$ cat src/rtl/cordic_pkg.sv
// Shared types and constants for the CORDIC pre-processor: FSM states,
// flag bit positions inside the infor word and the angle-reduction constants.
package cordic_pkg;

    typedef enum logic [1:0] {
        IDLE   = 2'd0,
        REDUCE = 2'd1,
        QUAD   = 2'd2,
        DONE   = 2'd3
    } state_t;

    // Bit positions inside infor = {add180, neg_sin, neg_cos, swap}
    localparam int FLAG_SWAP    = 0;
    localparam int FLAG_NEG_COS = 1;
    localparam int FLAG_NEG_SIN = 2;
    localparam int FLAG_ADD180  = 3;

    localparam int DEG360 = 360;

    // Number of conditional-subtract steps needed to fold any operand into 0..359
    function automatic int iter_of(input int width);
        return width - 8;
    endfunction

    // Smallest multiple of 360 that lifts the most negative operand to >= 0
    function automatic int offs_of(input int width);
        int half;
        half = 1 << (width - 1);
        return ((half + DEG360 - 1) / DEG360) * DEG360;
    endfunction

endpackage

$ cat src/rtl/cordic_quadrant.sv
// Combinational quadrant classifier: splits a 0..359 degree angle into its
// quadrant fix-up flags and the residual 0..89 degree angle.
module cordic_quadrant
    import cordic_pkg::*;
(
    input  logic [8:0] acc,
    output logic [6:0] residual,
    output logic [3:0] flags
);

    // Compare against the quadrant boundaries and strip whole quadrants off the angle
    always_comb begin
        residual = acc[6:0];
        flags    = '0;
        if (acc >= 9'd270) begin
            residual              = 7'(acc - 9'd270);
            flags[FLAG_SWAP]      = 1'b1;
            flags[FLAG_NEG_SIN]   = 1'b1;
        end else if (acc >= 9'd180) begin
            residual              = 7'(acc - 9'd180);
            flags[FLAG_NEG_COS]   = 1'b1;
            flags[FLAG_NEG_SIN]   = 1'b1;
        end else if (acc >= 9'd90) begin
            residual              = 7'(acc - 9'd90);
            flags[FLAG_SWAP]      = 1'b1;
            flags[FLAG_NEG_COS]   = 1'b1;
        end
    end

endmodule

$ cat src/rtl/cordic_preproc.sv
// CORDIC front-end pre-processor. Rotation requests are folded into 0..359
// degrees by a bit-serial conditional subtract, then into 0..89 plus fix-up
// flags. Vectoring requests are mirrored into the right half-plane in one edge.
module cordic_preproc
    import cordic_pkg::*;
#(
    parameter int WIDTH  = 16,
    parameter int X_INIT = 1
) (
    input  logic             clk,
    input  logic             rst_n,
    input  logic             in_valid,
    output logic             in_ready,
    input  logic [WIDTH-1:0] in_angle,
    input  logic [WIDTH-1:0] another,
    input  logic [3:0]       select,
    output logic             out_valid,
    input  logic             out_ready,
    output logic [WIDTH-1:0] x,
    output logic [WIDTH-1:0] y,
    output logic [WIDTH-1:0] out_angle,
    output logic [3:0]       infor,
    output logic [3:0]       out_select
);

    localparam int               ITER    = iter_of(WIDTH);
    localparam int               OFFS    = offs_of(WIDTH);
    localparam int               KW      = (ITER > 1) ? $clog2(ITER) : 1;
    localparam logic [KW-1:0]    K_START = KW'(ITER - 1);
    localparam logic [WIDTH:0]   OFFS_W  = (WIDTH + 1)'(OFFS);
    localparam logic [WIDTH:0]   DEG_W   = (WIDTH + 1)'(DEG360);
    localparam logic [WIDTH-1:0] SMIN    = {1'b1, {(WIDTH - 1){1'b0}}};
    localparam logic [WIDTH-1:0] SMAX    = {1'b0, {(WIDTH - 1){1'b1}}};

    state_t           state;
    state_t           state_nxt;
    logic [WIDTH:0]   acc;
    logic [KW-1:0]    k;
    logic             accept;
    logic             vec_mode;
    logic             in_neg;
    logic [WIDTH:0]   step;
    logic [WIDTH:0]   load_val;
    logic [WIDTH-1:0] vec_x;
    logic [WIDTH-1:0] vec_y;
    logic [3:0]       vec_flags;
    logic [3:0]       quad_flags;
    logic [6:0]       quad_res;

    // Two's complement negate that clamps the most negative value to the most positive
    function automatic logic [WIDTH-1:0] sat_neg(input logic [WIDTH-1:0] v);
        if (v == SMIN) begin
            return SMAX;
        end
        return '0 - v;
    endfunction

    assign accept    = in_valid & in_ready;
    assign in_ready  = (state == IDLE);
    assign out_valid = (state == DONE);
    assign vec_mode  = select[3];
    assign in_neg    = in_angle[WIDTH-1];
    assign step      = DEG_W << k;
    assign load_val  = {in_angle[WIDTH-1], in_angle} + (in_neg ? OFFS_W : '0);
    assign vec_x     = in_neg ? sat_neg(in_angle) : in_angle;
    assign vec_y     = in_neg ? sat_neg(another) : another;

    // Vectoring only ever raises add180, and only for a left-half-plane x operand
    always_comb begin
        vec_flags              = '0;
        vec_flags[FLAG_ADD180] = in_neg;
    end

    cordic_quadrant u_quadrant (
        .acc      (acc[8:0]),
        .residual (quad_res),
        .flags    (quad_flags)
    );

    // State register
    always_ff @(posedge clk) begin
        if (!rst_n) begin
            state <= IDLE;
        end else begin
            state <= state_nxt;
        end
    end

    // Next-state logic: rotation walks REDUCE then QUAD, vectoring jumps straight to DONE
    always_comb begin
        state_nxt = state;
        case (state)
            IDLE:    if (accept) state_nxt = vec_mode ? DONE : REDUCE;
            REDUCE:  if (k == '0) state_nxt = QUAD;
            QUAD:    state_nxt = DONE;
            DONE:    if (out_ready) state_nxt = IDLE;
            default: state_nxt = IDLE;
        endcase
    end

    // Datapath: capture on accept, fold the angle while reducing, publish results
    always_ff @(posedge clk) begin
        if (!rst_n) begin
            acc        <= '0;
            k          <= '0;
            x          <= '0;
            y          <= '0;
            out_angle  <= '0;
            infor      <= '0;
            out_select <= '0;
        end else begin
            case (state)
                IDLE: begin
                    if (accept) begin
                        out_select <= select;
                        if (vec_mode) begin
                            x         <= vec_x;
                            y         <= vec_y;
                            out_angle <= '0;
                            infor     <= vec_flags;
                        end else begin
                            acc <= load_val;
                            k   <= K_START;
                        end
                    end
                end
                REDUCE: begin
                    if (acc >= step) begin
                        acc <= acc - step;
                    end
                    if (k != '0) begin
                        k <= k - KW'(1);
                    end
                end
                QUAD: begin
                    out_angle <= {{(WIDTH - 7){1'b0}}, quad_res};
                    infor     <= quad_flags;
                    x         <= WIDTH'(X_INIT);
                    y         <= '0;
                end
                default: ;
            endcase
        end
    end

endmodule

$ cat config.mk
export PLATFORM = sky130hd
export DESIGN_NAME = cordic_preproc
export DESIGN_NICKNAME = d
export VERILOG_FILES = /design/src/rtl/cordic_pkg.sv /design/src/rtl/cordic_quadrant.sv /design/src/rtl/cordic_preproc.sv
export SDC_FILE = /design/constraint.sdc
export NUM_CORES = 1
export LEC_CHECK = 0
export CAP_MARGIN = 20
export CORE_MARGIN = 8
export CORE_UTILIZATION = 45
export CTS_CLUSTER_SIZE = 24
export DETAILED_ROUTE_END_ITERATION = 8
export PLACE_DENSITY = 0.74
export SLEW_MARGIN = 30
export SYNTH_ARGS = -nofsm -noshare
export SYNTH_HDL_FRONTEND = slang
export SYNTH_SLANG_ARGS = --single-unit
$ cat constraint.sdc
create_clock -name clk -period 3.7 [get_ports clk]
set_input_delay 0.925 -clock clk [delete_from_list [all_inputs] [get_ports clk]]
set_output_delay 0.925 -clock clk [all_outputs]
set_load 0.005 [all_outputs]
# Yosys cells after proc, flatten, opt, wreduce, memory -nomap -nowiden
# Cells that the tools add are included.
word_totals:
  input_bits: 40
  reg_bits: 78
classes:
  shifts: 1
  bitwise: 1
  order_cmp: 4
  mux: 44
  n_reduce_logical: 10
  n_addsub: 8
  eq_ne: 12
op_table:
  columns: ["op", "count"]
  rows:
  - ["$mux W16", 13]
  - ["$pmux W16 S2", 3]
  - ["$mux W17", 3]
  - ["$pmux W17 S2", 1]
  - ["$eq A16 B16 Y1 const B", 2]
  - ["$sub A1 B16 Y16 const A", 2]
  - ["$mux W7", 3]
  - ["$add A17 B16 Y17", 1]
  - ["$ge A17 B17 Y1", 1]
  - ["$shl A9 B3 Y17 const A", 1]
  - ["$sub A17 B17 Y17", 1]
  - ["$mux W2", 5]
  - ["$ge A9 B7 Y1 const B", 1]
  - ["$ge A9 B8 Y1 const B", 1]
  - ["$ge A9 B9 Y1 const B", 1]
  - ["$mux W3", 3]
  - ["$mux W1", 8]
  - ["$mux W4", 2]
  - ["$ne A2 B2 Y1 const B", 4]
  - ["$pmux W2 S4", 1]
  - ["$pmux W4 S2", 1]
  - ["$reduce_and A4 Y1", 2]
  - ["$sub A7 B4 Y7 const B", 1]
  - ["$sub A7 B6 Y7 const B", 1]
  - ["other kinds (13)", 18]

# Depth between registers and ports, before layout
logic_depth:
  word_depth: 7
  depth_mapped: 13
  mapped_depth_nobuf: 12

# By module
# From an unflattened synthesis, not the netlist that was laid out.
unflattened:
  cells_unflattened: 667
  hier_area_um2: 5196.2
modules_own_cells:
  columns: ["mod", "area_each_um2", "cells_per_inst", "instances", "seq_area_each_um2"]
  rows:
  - ["cordic_preproc", 4505.6, 567, 1, 1381.3]
  - ["cordic_quadrant", 690.7, 100, 1, 0.0]

# Least setup slack after synthesis
# No wires, ideal clock.
synth_timing:
  kind: "reg-to-reg"
  from: "register k[0]"
  to: "register acc[16]"
  stages_incl_launch_ff: 12
  t_arrival_ps: 2666
  slack_ps: 920
  synth_period_minus_slack_ps: 2780
  setup_ps: 114
  required_ps: 3586
  path_cell_list: "dfxtp_1 > inv_1 > ha_1 > or2_2 > ha_1 > and3_1 > a21boi_1 > a221oi_2 > nor3b_1 > or4_1 > a21oi_1 > nor2_1"
synth_via:
  elab_chain_len: 4
  elab_cells_between_ends: 7
  classes_between: "add/sub: 1; order compare: 1; eq/ne: 1; shift: 1; mux: 2; reduce/logical: 1"
synth_rtl:
  columns: ["item", "line", "text"]
  rows:
  - ["from (decl)", "cordic_preproc.sv:38", "logic [KW-1:0] k;"]
  - ["from (signal assigned)", "cordic_preproc.sv:132", "k <= k - KW'(1);"]
  - ["$shl A9 B3 Y17 *", "cordic_preproc.sv:63", "assign step = DEG_W << k;"]
  - ["$sub A17 B17 Y17 / $ge A17 B17 Y1 (equally long branches)", "cordic_preproc.sv:129, cordic_preproc.sv:128", null]
  - ["$mux W17 / $ne A2 B2 Y1 (equally long branches)", null, null]
  - ["$pmux W17 S2 / $reduce_and A4 Y1 (equally long branches)", null, null]
  - ["to (signal assigned)", "cordic_preproc.sv:122", "acc <= load_val;"]
  - ["to (signal assigned)", "cordic_preproc.sv:129", "acc <= acc - step;"]
  - ["to (decl)", "cordic_preproc.sv:37", "logic [WIDTH:0] acc;"]
# Every way passes the cells marked *; elsewhere a longest branch is shown, timed or not. The select of a mux whose other input is x is not followed.
# A chain may end at the register's enable or synchronous reset.

# Worst setup path after layout
layout_timing:
  from: "input another[0]"
  to: "register y[4]"
layout_via:
  elab_chain_len: 7
  elab_cells_between_ends: 8
  classes_between: "add/sub: 1; eq/ne: 1; mux: 6"
layout_rtl:
  columns: ["item", "line", "text"]
  rows:
  - ["from (decl)", "cordic_preproc.sv:15", "input logic [WIDTH-1:0] another,"]
  - ["parallel branches: the longest is 2 deep, another holds $sub A1 B16 Y16", null, null]
  - ["$mux W16 *", "cordic_preproc.sv:55", "return '0 - v;"]
  - ["$mux W16 *", "cordic_preproc.sv:66", "assign vec_y = in_neg ? sat_neg(another) : another;"]
  - ["$mux W16 *", "cordic_preproc.sv:116", "if (vec_mode) begin"]
  - ["$mux W16 *", "cordic_preproc.sv:114", "if (accept) begin"]
  - ["$pmux W16 S2 *", "cordic_preproc.sv:112", "case (state)"]
  - ["to (signal assigned)", "cordic_preproc.sv:118", "y <= vec_y;"]
  - ["to (decl)", "cordic_preproc.sv:20", "output logic [WIDTH-1:0] y,"]
# Mark *: on every way between the ends. The select of a mux whose other input is x is not followed.

==> impl_metrics.env <==
export IMPL_crit_chain="clkdlybuf4s50_1 -> inv_1 -> ha_1 -> or4b_1 -> nor3_2 -> nand2_2 -> nor3_4 -> o21ai_0 -> a21oi_1"
export IMPL_portBuffers=88
export IMPL_cts_tree="yes"
export IMPL_cp_required_ps=3990
export IMPL_period_minus_slack_ps=3150
export IMPL_met1_usage=0.239
export IMPL_grt_pass1_vias=4708
export IMPL_finalSetupViolCount=0
export IMPL_grt_overflow_total=0
export IMPL_reg2regPathDepth=9
export IMPL_clk_pin_slew_worst_paths_ps=90
export IMPL_drv_cap=0
export IMPL_num_antenna_cells=0
export IMPL_synth_adder_area_share=0.0999
export IMPL_cts_root_buf="clkbuf_8"
export IMPL_initialDrtViolationCount=355
export IMPL_synthMuxAreaShare=0.0101
export IMPL_dr_pass1_iters=5
export IMPL_clkSinkCount=69
export IMPL_synthFlopType="dfxtp_1"
export IMPL_r2r_setup_slack_ps=560
export IMPL_final_cell_mix="88 x clkdlybuf4s50_1, 86 x nand2_1, 69 x dfxtp_1"
export IMPL_fin_crit_sh=0.851
export IMPL_worst_path_buf_inv=2
export IMPL_busiest_layer="met2"
export IMPL_drive_gt1_frac=0.0684
export IMPL_area_growth_pct=24.3
export IMPL_ir_drop_mv=0.295
export IMPL_yosysWarnings=0
export IMPL_ant_nets=0
export IMPL_drc_errors=0
export IMPL_synth_xor_xnor_area_share=0.0813
export IMPL_cpPeakStageDelay_ps=530
export IMPL_cp_end_kind="flop"
export IMPL_nNetsFinal=805
export IMPL_netlist_area_mm2=0.00496
export IMPL_dp_hpwl_mm=10.8
export IMPL_cellPowerDensity_mw_per_mm2=733
export IMPL_status="completed"
export IMPL_viasPerCell=5.64
export IMPL_dieArea_mm2=0.0146
export IMPL_htree_num_levels=3
export IMPL_synth_compound_area_frac=0.254
export IMPL_ys_seq_elements=69
export IMPL_drt_wl_total_mm=14.2
export IMPL_tns_ps=0
export IMPL_synth_top_family_by_area="compound AO/OA/AOI/OAI gates"
export IMPL_grt_setup_unrepaired="false"
export IMPL_pre_cts_ws_ps=230
export IMPL_cts_buffer_depth=2
export IMPL_fin_ws_ps=552
export IMPL_critPathCapture="y[4]$_SDFFE_PN0P_"
export IMPL_synthSimpleGateAreaFrac=0.213
export IMPL_rows=38
export IMPL_use_met3=0.0372
export IMPL_yosysSeqAreaShare=0.279
export IMPL_start_util=0.459
export IMPL_worstSetupPathType="input port to flop"
export IMPL_vias=4915
export IMPL_cp_startpoint="another[0]"
export IMPL_finClkSkew_ps=14.0
export IMPL_leakage_uw=0.00230
export IMPL_ys_types=70
export IMPL_die_y_um=121
export IMPL_mostFrequentLayoutCell="clkdlybuf4s50_1"
export IMPL_postCtsSetupBuffers=0
export IMPL_hp_class="flop to flop"
export IMPL_grt_total_usage=0.189
export IMPL_core_area_mm2=0.0108
export IMPL_cp_arrival_ps=3430
export IMPL_timing_critical_path_slowest_stage_cell="nor3_4"
export IMPL_critPathMaxFanout=15
export IMPL_grt_pass1_wl_mm=22.8
export IMPL_reg2reg_to="acc[3]$_SDFFE_PN0P_"
export IMPL_avgSynthCellArea_um2=7.66
export IMPL_finalPower_uw=4520
export IMPL_worst_path_stages=9
export IMPL_fmax_ghz=0.318
export IMPL_grt_max_degree=32
export IMPL_maxSlewHeadroom=0.465
export IMPL_synthArstFlopShare=0
export IMPL_fp_dieW_um=121
export IMPL_slew_viol_final=0
export IMPL_path_delay_family="simple AND/OR/NAND/NOR gates"
export IMPL_wl_per_cell_um=16.3
export IMPL_globalRouteMet2Util=0.309
export IMPL_clk_latency_ps=350
export IMPL_finalHoldViolations=0
export IMPL_gp_congestion=0.943
export IMPL_cts_hold_fix_buffers=0
export IMPL_num_io_pins=98
export IMPL_syn_inst=647
export IMPL_numCtsBuffers=9
export IMPL_ctsResizeCount=0
export IMPL_tightest_slew_ps=794
export IMPL_synth_edf_count=0
export IMPL_grt_antenna_before_repair=0
export IMPL_worst_setup_path_start_kind="input port"
export IMPL_worstReg2RegStart="k[2]$_SDFFE_PN0P_"
worst reg2reg max path: cells and delay by family (launching register included):
| kind | cells | cell delay [ps] |
|---|---|---|
| AO/OA/AOI/OAI | 4 | 1320 |
| adder cells (fa/ha/maj) | 2 | 710 |
| buffers and inverters | 2 | 240 |
| flip-flops | 1 | 580 |
| AND/OR/NAND/NOR | 1 | 210 |
through the flow:
step            util  hold slack [ps]  area [um^2]  cells
2_1_floorplan      -              429         4990    655
5_1_grt        0.571              463         6160    871
3_5_place_dp   0.550              440         5930    855
4_1_cts        0.571              455         6160    871
3_3_place_gp   0.550              439         5930    855
6_report       0.571              449         6160    871
power breakdown:
part	switching, uW	total [uW]	leakage, uW	internal (uW)
sequential	226	1130	0.000562	903
combinational	1540	2660	0.00163	1120
clock	333	724	0.000113	392
total	2100	4520	0.00230	2420
worst min path at each step:
stage | slack, ps | cells after the start | to | from
global route | 460 | 2 | y[14]$_SDFFE_PN0P_ | y[14]$_SDFFE_PN0P_
global placement | 440 | 2 | y[13]$_SDFFE_PN0P_ | y[13]$_SDFFE_PN0P_
detailed placement | 440 | 2 | y[14]$_SDFFE_PN0P_ | y[14]$_SDFFE_PN0P_
floorplan | 430 | 2 | acc[16]$_SDFFE_PN0P_ | acc[16]$_SDFFE_PN0P_
CTS | 460 | 2 | y[14]$_SDFFE_PN0P_ | y[14]$_SDFFE_PN0P_
finish | 450 | 2 | y[14]$_SDFFE_PN0P_ | y[14]$_SDFFE_PN0P_
synth_stat cells, types with 11 or more instances:
cell type,number,share of area
nand3_1,11,0.011
nor3_1,15,0.015
inv_1,26,0.020
ha_1,38,0.096
a21oi_1,65,0.066
a211oi_1,11,0.017
o31ai_1,12,0.018
o21ai_0,45,0.045
buf_4,11,0.017
dfxtp_1,69,0.28
nor2_1,61,0.046
nand2_1,86,0.065
xor2_1,11,0.019
xnor2_1,35,0.062
clkbuf_1,24,0.018
flip-flops by register name, summed over array words and instances (netlist names):
| signal | flops |
|---|---|
| k | 3 |
| out_angle | 7 |
| x | 16 |
| acc | 17 |
| out_select | 4 |
| y | 16 |
| infor | 4 |
| state | 2 |
kinds of logic after synthesis:
logic type                 count (synthesis)
AOI/OAI and AO/OA                        198
xor gates and xnor gates                  46
adders and majority gates                 39
buffers and inverters                     67
DFF                                       69
muxes                                      5
other                                      1
and+or+nand+nor                          222
area by class of cell:
type,count,area (um^2)
Clock buffer,9,124
Clock inverter,7,105
Fill cell,1009,4630
Inverter,27,101
Multi-Input combinational cell,519,3300
Sequential cell,69,1380
Tap cell,140,175
Timing Repair Buffer,100,971
metal layers:
layer	up-vias	wire [um]
li1	2422	-
met5	-	0
met1	2296	6310
met3	22	992
met2	175	6630
met4	0	299
Power figures use the tool's default switching activity.
